<file path="config.mk">
export PLATFORM = sky130hd
export DESIGN_NAME = load_store_unit
export DESIGN_NICKNAME = d
export VERILOG_FILES = /design/src/rtl/load_store_unit_pkg.sv /design/src/rtl/load_store_unit_align.sv /design/src/rtl/load_store_unit.sv
export SDC_FILE = /design/constraint.sdc
export NUM_CORES = 1
export LEC_CHECK = 0
export BUFFER_PORTS_ARGS = -buffer_cell sky130_fd_sc_hd__clkbuf_2
export CORE_UTILIZATION = 51
export DETAILED_ROUTE_END_ITERATION = 8
export PLACE_DENSITY = 0.77
export SLEW_MARGIN = 20
export SYNTH_ARGS = -nofsm -noshare
export SYNTH_HDL_FRONTEND = slang
export SYNTH_HIERARCHICAL = 1
export SYNTH_SLANG_ARGS = --single-unit
</file>
<file path="constraint.sdc">
create_clock -name clock -period 2.6 [get_ports clock]
set_clock_uncertainty 0.1 [all_clocks]
set_input_delay 0.52 -clock clock [delete_from_list [all_inputs] [get_ports clock]]
set_output_delay 0.52 -clock clock [all_outputs]
set_load 0.01 [all_outputs]
</file>
<file path="src/rtl/load_store_unit_pkg.sv">
// Shared types, byte-enable constants and opcode helpers for the load/store unit.
package load_store_unit_pkg;

  typedef enum logic [2:0] {
    LB  = 3'd0,
    LH  = 3'd1,
    LW  = 3'd2,
    LBU = 3'd3,
    LHU = 3'd4,
    SB  = 3'd5,
    SH  = 3'd6,
    SW  = 3'd7
  } load_store_func_code;

  typedef enum logic [1:0] {
    LSU_IDLE = 2'd0,
    LSU_REQ  = 2'd1,
    LSU_WAIT = 2'd2,
    LSU_RESP = 2'd3
  } lsu_state_e;

  localparam logic [3:0] BE_BYTE = 4'b0001;
  localparam logic [3:0] BE_HALF = 4'b0011;
  localparam logic [3:0] BE_WORD = 4'b1111;

  function automatic logic is_store(input load_store_func_code op);
    case (op)
      SB, SH, SW: is_store = 1'b1;
      default:    is_store = 1'b0;
    endcase
  endfunction

  function automatic logic is_misaligned(input load_store_func_code op, input logic [1:0] lo);
    case (op)
      LH, LHU, SH: is_misaligned = lo[0];
      LW, SW:      is_misaligned = |lo;
      default:     is_misaligned = 1'b0;
    endcase
  endfunction

endpackage

</file>
<file path="src/rtl/load_store_unit_align.sv">
// Lane logic for the load/store unit: byte enables, store replication, load extract/extend.
// Misaligned half/word addresses are naturally truncated because only the relevant address bits are used.
module load_store_unit_align
  import load_store_unit_pkg::*;
(
  input  logic [2:0]  st_op,
  input  logic [1:0]  st_addr_lo,
  input  logic [31:0] st_wdata,
  input  logic [2:0]  ld_op,
  input  logic [1:0]  ld_addr_lo,
  input  logic [31:0] ld_rdata,
  output logic [3:0]  be,
  output logic [31:0] st_data,
  output logic [31:0] ld_data
);

  load_store_func_code st_op_s;
  load_store_func_code ld_op_s;
  logic [7:0]          ld_byte_s;
  logic [15:0]         ld_half_s;

  assign st_op_s   = load_store_func_code'(st_op);
  assign ld_op_s   = load_store_func_code'(ld_op);
  assign ld_byte_s = ld_rdata[{ld_addr_lo, 3'b000} +: 8];
  assign ld_half_s = ld_rdata[{ld_addr_lo[1], 4'b0000} +: 16];

  // Byte enables and lane-replicated write data for the request phase
  always_comb begin
    be      = BE_WORD;
    st_data = 32'h0000_0000;
    case (st_op_s)
      SB: begin
        be      = BE_BYTE << st_addr_lo;
        st_data = {4{st_wdata[7:0]}};
      end
      SH: begin
        be      = BE_HALF << {st_addr_lo[1], 1'b0};
        st_data = {2{st_wdata[15:0]}};
      end
      SW: begin
        be      = BE_WORD;
        st_data = st_wdata;
      end
      default: begin
        be      = BE_WORD;
        st_data = 32'h0000_0000;
      end
    endcase
  end

  // Load data extraction with sign or zero extension
  always_comb begin
    ld_data = ld_rdata;
    case (ld_op_s)
      LB:      ld_data = {{24{ld_byte_s[7]}}, ld_byte_s};
      LBU:     ld_data = {24'h00_0000, ld_byte_s};
      LH:      ld_data = {{16{ld_half_s[15]}}, ld_half_s};
      LHU:     ld_data = {16'h0000, ld_half_s};
      LW:      ld_data = ld_rdata;
      default: ld_data = ld_rdata;
    endcase
  end

endmodule

</file>
<file path="src/rtl/load_store_unit.sv">
// Load/store unit: single-outstanding req/gnt/rvalid data-memory master with load writeback.
// Optional build macro LSU_MISALIGN_TRAP_EN turns misaligned half/word accesses into error responses.
module load_store_unit
  import load_store_unit_pkg::*;
#(
  parameter int ADDR_WIDTH     = 32,
  parameter int DATA_WIDTH     = 32,
  parameter int TIMEOUT_CYCLES = 255
) (
  input  logic                  clock,
  input  logic                  reset,
  input  logic                  en_lsu_ip,
  input  logic [2:0]            lsu_operator_ip,
  input  logic [ADDR_WIDTH-1:0] addr_ip,
  input  logic                  addr_valid_ip,
  input  logic [DATA_WIDTH-1:0] wdata_ip,
  output logic                  lsu_busy_op,
  output logic [DATA_WIDTH-1:0] mem_data_op,
  output logic                  mem_data_valid_op,
  output logic                  store_done_op,
  output logic                  lsu_err_op,
  output logic                  data_req_op,
  output logic                  data_we_op,
  output logic [3:0]            data_be_op,
  output logic [ADDR_WIDTH-1:0] data_addr_op,
  output logic [DATA_WIDTH-1:0] data_wdata_op,
  input  logic                  data_gnt_ip,
  input  logic                  data_rvalid_ip,
  input  logic [DATA_WIDTH-1:0] data_rdata_ip
);

  localparam int CNT_W = $clog2(TIMEOUT_CYCLES + 1);

  lsu_state_e          state_r;
  load_store_func_code op_r;
  logic [1:0]          addr_lo_r;
  logic [CNT_W-1:0]    wait_cnt_r;

  load_store_func_code op_s;
  logic                accept_s;
  logic                trap_s;
  logic [3:0]          be_s;
  logic [31:0]         st_data_s;
  logic [31:0]         ld_data_s;

  assign op_s     = load_store_func_code'(lsu_operator_ip);
  assign accept_s = en_lsu_ip && addr_valid_ip;

`ifdef LSU_MISALIGN_TRAP_EN
  assign trap_s = is_misaligned(op_s, addr_ip[1:0]);
`else
  assign trap_s = 1'b0;
`endif

  load_store_unit_align u_align (
    .st_op      (lsu_operator_ip),
    .st_addr_lo (addr_ip[1:0]),
    .st_wdata   (wdata_ip),
    .ld_op      (op_r),
    .ld_addr_lo (addr_lo_r),
    .ld_rdata   (data_rdata_ip),
    .be         (be_s),
    .st_data    (st_data_s),
    .ld_data    (ld_data_s)
  );

  // Transaction FSM with registered memory-port and writeback outputs
  always_ff @(posedge clock or negedge reset) begin
    if (!reset) begin
      state_r           <= LSU_IDLE;
      op_r              <= LB;
      addr_lo_r         <= 2'b00;
      wait_cnt_r        <= '0;
      lsu_busy_op       <= 1'b0;
      mem_data_op       <= '0;
      mem_data_valid_op <= 1'b0;
      store_done_op     <= 1'b0;
      lsu_err_op        <= 1'b0;
      data_req_op       <= 1'b0;
      data_we_op        <= 1'b0;
      data_be_op        <= 4'b0000;
      data_addr_op      <= '0;
      data_wdata_op     <= '0;
    end else begin
      mem_data_valid_op <= 1'b0;
      store_done_op     <= 1'b0;
      lsu_err_op        <= 1'b0;
      case (state_r)
        LSU_IDLE, LSU_RESP: begin
          if (accept_s) begin
            op_r       <= op_s;
            addr_lo_r  <= addr_ip[1:0];
            wait_cnt_r <= '0;
            if (trap_s) begin
              state_r     <= LSU_RESP;
              lsu_err_op  <= 1'b1;
              lsu_busy_op <= 1'b0;
            end else begin
              state_r       <= LSU_REQ;
              lsu_busy_op   <= 1'b1;
              data_req_op   <= 1'b1;
              data_we_op    <= is_store(op_s);
              data_be_op    <= be_s;
              data_addr_op  <= {addr_ip[ADDR_WIDTH-1:2], 2'b00};
              data_wdata_op <= st_data_s;
            end
          end else begin
            state_r     <= LSU_IDLE;
            lsu_busy_op <= 1'b0;
          end
        end
        LSU_REQ: begin
          if (data_gnt_ip) begin
            data_req_op <= 1'b0;
            if (data_rvalid_ip) begin
              state_r     <= LSU_RESP;
              lsu_busy_op <= 1'b0;
              if (is_store(op_r)) begin
                store_done_op <= 1'b1;
              end else begin
                mem_data_op       <= ld_data_s;
                mem_data_valid_op <= 1'b1;
              end
            end else begin
              state_r     <= LSU_WAIT;
              lsu_busy_op <= 1'b1;
            end
          end else begin
            state_r     <= LSU_REQ;
            lsu_busy_op <= 1'b1;
          end
        end
        LSU_WAIT: begin
          if (data_rvalid_ip) begin
            state_r     <= LSU_RESP;
            lsu_busy_op <= 1'b0;
            if (is_store(op_r)) begin
              store_done_op <= 1'b1;
            end else begin
              mem_data_op       <= ld_data_s;
              mem_data_valid_op <= 1'b1;
            end
          end else if (wait_cnt_r == CNT_W'(TIMEOUT_CYCLES - 1)) begin
            // No response in time: abandon the access, report only the error
            state_r     <= LSU_IDLE;
            lsu_busy_op <= 1'b0;
            lsu_err_op  <= 1'b1;
          end else begin
            state_r     <= LSU_WAIT;
            lsu_busy_op <= 1'b1;
            wait_cnt_r  <= wait_cnt_r + CNT_W'(1);
          end
        end
        default: begin
          state_r     <= LSU_IDLE;
          lsu_busy_op <= 1'b0;
          data_req_op <= 1'b0;
        end
      endcase
    end
  end

endmodule

</file>
### Word-level counts from Yosys, hierarchy flattened

Index checks and enable logic that the tools add are counted.

* $add $sub $neg: 1
* equality and inequality tests: 21
* shift operators: 4
* mux-type cells: 49
* reduce and logical (&&, ||, !) cells: 13

Operators with widths (count)
* 32-bit 2-to-1 mux: 5
* 32-bit case mux with 4 select lines: 1
* 32-bit case mux with 3 select lines: 1
* 32-bit case mux with 2 select lines: 1
* 32-bit by 6-bit indexed part select with 16-bit output: 1
* 32-bit by 6-bit indexed part select with 8-bit output: 1
* 1-bit 2-to-1 mux: 28
* 8-bit 2-to-1 mux: 3
* 3-bit equality test, second input constant: 7
* 2-bit inequality test, second input constant: 8
* 8-bit case mux with 2 select lines: 1
* 8-bit by 1-bit adder with 8-bit output, second input constant: 1
* 8-bit equality test, second input constant: 1
* 4-bit case mux with 2 select lines: 1
* 2-bit 2-to-1 mux: 3
* 1-bit case mux with 2 select lines: 3
* 2-bit case mux with 3 select lines: 1
* 6-bit AND reduction: 1
* 2-bit nonzero test: 3
* 3-bit OR reduction: 2
* 2-bit equality test, second input constant: 2
* 4-bit AND reduction: 1
* 1-bit by 2-bit << shifter with 4-bit output, first input constant: 1
* 2-bit by 2-bit << shifter with 4-bit output, first input constant: 1
* other kinds (10): 10

* flip-flop bits (word level): 119
* input port bits: 105
* word-level logic and storage cells: 102

### Longest topological paths before layout

* depth after elaboration: 10
* mapped depth: 8
* mapped depth without buffers: 6

### Hierarchy

Netlist, hierarchy kept.

Modules (own cells, without submodules)
* load_store_unit: times used 1, cells each 310, area each 4653.2 µm², sequential area each 2977.9 µm²
* load_store_unit_align: times used 1, cells each 260, area each 1642.8 µm², sequential area each 0.0 µm²

### Least setup slack after synthesis

OpenSTA, ideal clock, no wires.

* kind: register to register
* start: register state_r[0]
* end: register wait_cnt_r[7]
* arrival time: 1.871 ns
* data required time: 2.434 ns
* path slack: 0.563 ns
* stages on the path, launching flop included: 9
* cells stage by stage: dfrtp_1 > inv_1 > ha_1 > buf_6 > a21boi_1 > a211o_1 > buf_6 > or4_1 > nand2_1

* word-level cells in the longest chain between the ends: 4
* elaborated cells on any way between the ends: 10
* those cells by class: eq/ne (5); mux (1); reduce/logical (4)

RTL lines
* from (decl): RTL line load_store_unit.sv:34 `lsu_state_e state_r;`
* from (signal assigned): RTL line load_store_unit.sv:70 `state_r <= LSU_IDLE;`
* from (signal assigned): RTL line load_store_unit.sv:95 `state_r <= LSU_RESP;`
* from (signal assigned): RTL line load_store_unit.sv:99 `state_r <= LSU_REQ;`
* 2-bit equality test or 2-bit logical NOT (tied branches): RTL line load_store_unit.sv:88 `case (state_r)`
* 2-bit OR reduction: RTL line load_store_unit.sv:88
* 2-bit inequality test (no source line) or 2-bit nonzero test (tied branches)
* 4-bit AND reduction (no source line)
* to (signal assigned): RTL line load_store_unit.sv:151 `wait_cnt_r <= wait_cnt_r + CNT_W'(1);`
* to (decl): RTL line load_store_unit.sv:37 `logic [CNT_W-1:0] wait_cnt_r;`

Parallel ways exist; a longest one is shown, timed or not.
A chain may end at the register's enable or synchronous reset.

### Worst setup path after layout

* start: register state_r[0]
* end: register wait_cnt_r[5]

The elaborated chain is that of the path after synthesis.

==> results.cfg <==
[outcome]
outcome = complete, no violations

[floorplanning]
die_x_microns = 113.1
ios = 211
core_sq_um = 12010
die_h_microns = 113.1
die_area_sq_um = 12790
start_util_pct = 52.42
rows = 40

[critical_path]
path_class = flip-flop to flip-flop
setup.worst_path.start_class = flip-flop
crit_arrival_ps = 2490
worstSetupEndpointType = flip-flop
critPathMaxFanout = 11
cp.required_ps = 2830

[timing]
slew_headroom_pct = 38.16
holdWs_ps = 1.897
hold_viol = 0
finalCritPeriodShare_pct = 86.79
setup_viol = 0
rsz0062_at_grt = false
max_freq_mhz = 443.1
worstMarginPinSlew_ps = 927.6
timing.setup.tns_ps = 0
min_period_ps = 2257
drv_slew = 0

[power]
p_per_area_nw_per_um2 = 892.4
vdd_drop_max_uv = 534.0
p_leak_nw = 4.074

[logic_synthesis]
ys_ff_latch = 119
yosys_warnings = 6
yosysSeqAreaShare_pct = 47.30
synth_cell_types = 53
synth-edff-count = 0
async_flop_share_pct = 100.0
yosysTopAreaCellShare_pct = 47.30
synth_top_area_cell = dfrtp_1
synth_area_leaders = dfrtp_1, mux2_2, nor2b_1
syn-instance-count = 570
syn_avg_cell_area_sq_um = 11.05
syn-cell-area_sq_um = 6296
synthFlopType = dfrtp_1

[layout]
fillers = 930
fin_util_pct = 66.83
nNetsFinal = 879
final_area_sq_um = 8028
multi_input_area_sq_um = 3075
drive_gt1_share_pct = 47.64
regArea_sq_um = 2978
layout_commonest_cell = clkbuf_2
antenna_cells = 0
final_cell_mix = clkbuf_2, dfrtp_1, mux2_2
area_growth_syn_to_layout_pct = 27.50

[grt]
antenna_found_initial = 0
overflow = 0
grt_max_degree = 71
grt_pass1_wl_microns = 25720
grt_pass1_vias = 5199
grt_usage_pct = 25.89

[placed_design]
numPortBuffers = 208
postPlaceCellArea_sq_um = 7461
dp.final_hpwl_microns = 11540
gp_congestion = 0.8772

[min_path]
hp-class = primary input to asynchronous set/reset pin

[detailed_routing]
drt_iter0_markers = 309
wire_per_inst_microns = 17.21
drc = 0
vias = 5286
ant_nets = 0
wl_microns = 16010
first_pass_iters = 5
avgViaCountPerCell = 5.684

[clock_tree]
cts_tree = done
hold_buffers = 0
cts_max_level = 4
clkSinkCount = 119
cts_setup_buffers = 0
clock_latency_ps = 410
max-clock-path-buffers = 2
cts_resized = 0
clk_pin_slew_ps = 60
root_buffer = clkbuf_16
numCtsBuffers = 17

[job]
maxCapViolCount = 0
## cells by family (layout without fill, tap and decap cells)
group	after synthesis	in the layout	share of synthesized area, %
fa+ha+maj	4	4	0.7949
flops	119	119	47.30
simple gates	125	125	10.33
other cells	1	2	0.05956
xor+xnor	1	1	0.1391
compound gates	149	149	16.16
buf+inv	53	265	4.113
mux	118	118	21.10
## final timing paths
kind	start	end	slack [ps]	cells after the start
setup / recovery	state_r[0]$_DFF_PN0_	wait_cnt_r[5]$_DFFE_PN0P_	340	6
hold / removal	reset	data_addr_op[30]$_DFFE_PN0P_	2	2
setup reg to reg	state_r[0]$_DFF_PN0_	wait_cnt_r[5]$_DFFE_PN0P_	340	6
hold reg to reg	data_we_op$_DFFE_PN0P_	data_we_op$_DFFE_PN0P_	380	2
max in group asynchronous	reset	data_wdata_op[13]$_DFFE_PN0P_	2030	2
min in group clock	addr_ip[5]	data_addr_op[5]$_DFFE_PN0P_	230	2
## layout make-up
cell class / count / share of cell area (%)
inverters: 12 / 0.5611
repair buffers: 221 / 14.68
well taps: 147 / 2.291
clock inverters: 14 / 1.590
multi-input cells: 399 / 38.31
clock buffers: 18 / 5.471
flip-flops and latches: 119 / 37.09
## synthesized netlist by cell type (6+ instances only)
| cell type | number |
|---|---|
| buf_2 | 11 |
| buf_1 | 6 |
| a21o_1 | 24 |
| a21o_2 | 6 |
| a21oi_1 | 40 |
| nor2b_1 | 34 |
| nor2_1 | 17 |
| mux2i_1 | 12 |
| o21ai_0 | 23 |
| nand2_1 | 34 |
| mux2_2 | 101 |
| nand3_1 | 8 |
| a22oi_1 | 15 |
| and2_1 | 11 |
| clkbuf_1 | 16 |
| dfrtp_1 | 119 |
| inv_1 | 12 |
## sequential cells by signal, summed over array words and instances (netlist names)
register,cells
lsu_busy_op,1
data_we_op,1
mem_data_valid_op,1
wait_cnt_r,8
op_r,3
data_be_op,4
lsu_err_op,1
data_req_op,1
state_r,2
mem_data_op,32
data_addr_op,30
store_done_op,1
addr_lo_r,2
data_wdata_op,32
## worst max-delay path, cell delays in order, from the launching register on
cell and delay (ps):
dfrtp_1 340, inv_1 50, ha_1 410, a21boi_1 190, a211o_1 400, or4_1 510
a21oi_1 170
## power breakdown
| part | switching (mW) | internal [mW] |
|---|---|---|
| Combinational | 1.19 | 1.13 |
| Sequential | 0.289 | 2.34 |
| Clock | 0.865 | 1.34 |
## routing by layer
| metal | global-route usage [%] | vias to the layer above | part of all wire, % |
|---|---|---|---|
| met3 | 8.731 | 21 | 8.2 |
| li1 | - | 2453 | - |
| met2 | 42.54 | 238 | 50 |
| met4 | 10.88 | 0 | 1.7 |
| met1 | 31.21 | 2574 | 40 |
| met5 | 0 | - | 0 |
## stage by stage
stage / std cells / worst slack (ps) / power, mW
3_3_place_gp: 898 / 355.9 / 4.886
2_1_floorplan: 571 / 563.4 / 4.074
4_1_cts: 930 / 347.8 / 7.206
6_report: 930 / 343.3 / 7.164
5_1_grt: 930 / 221.9 / 7.529
3_5_place_dp: 898 / 322.8 / 4.981
Power figures use the tool's default switching activity.
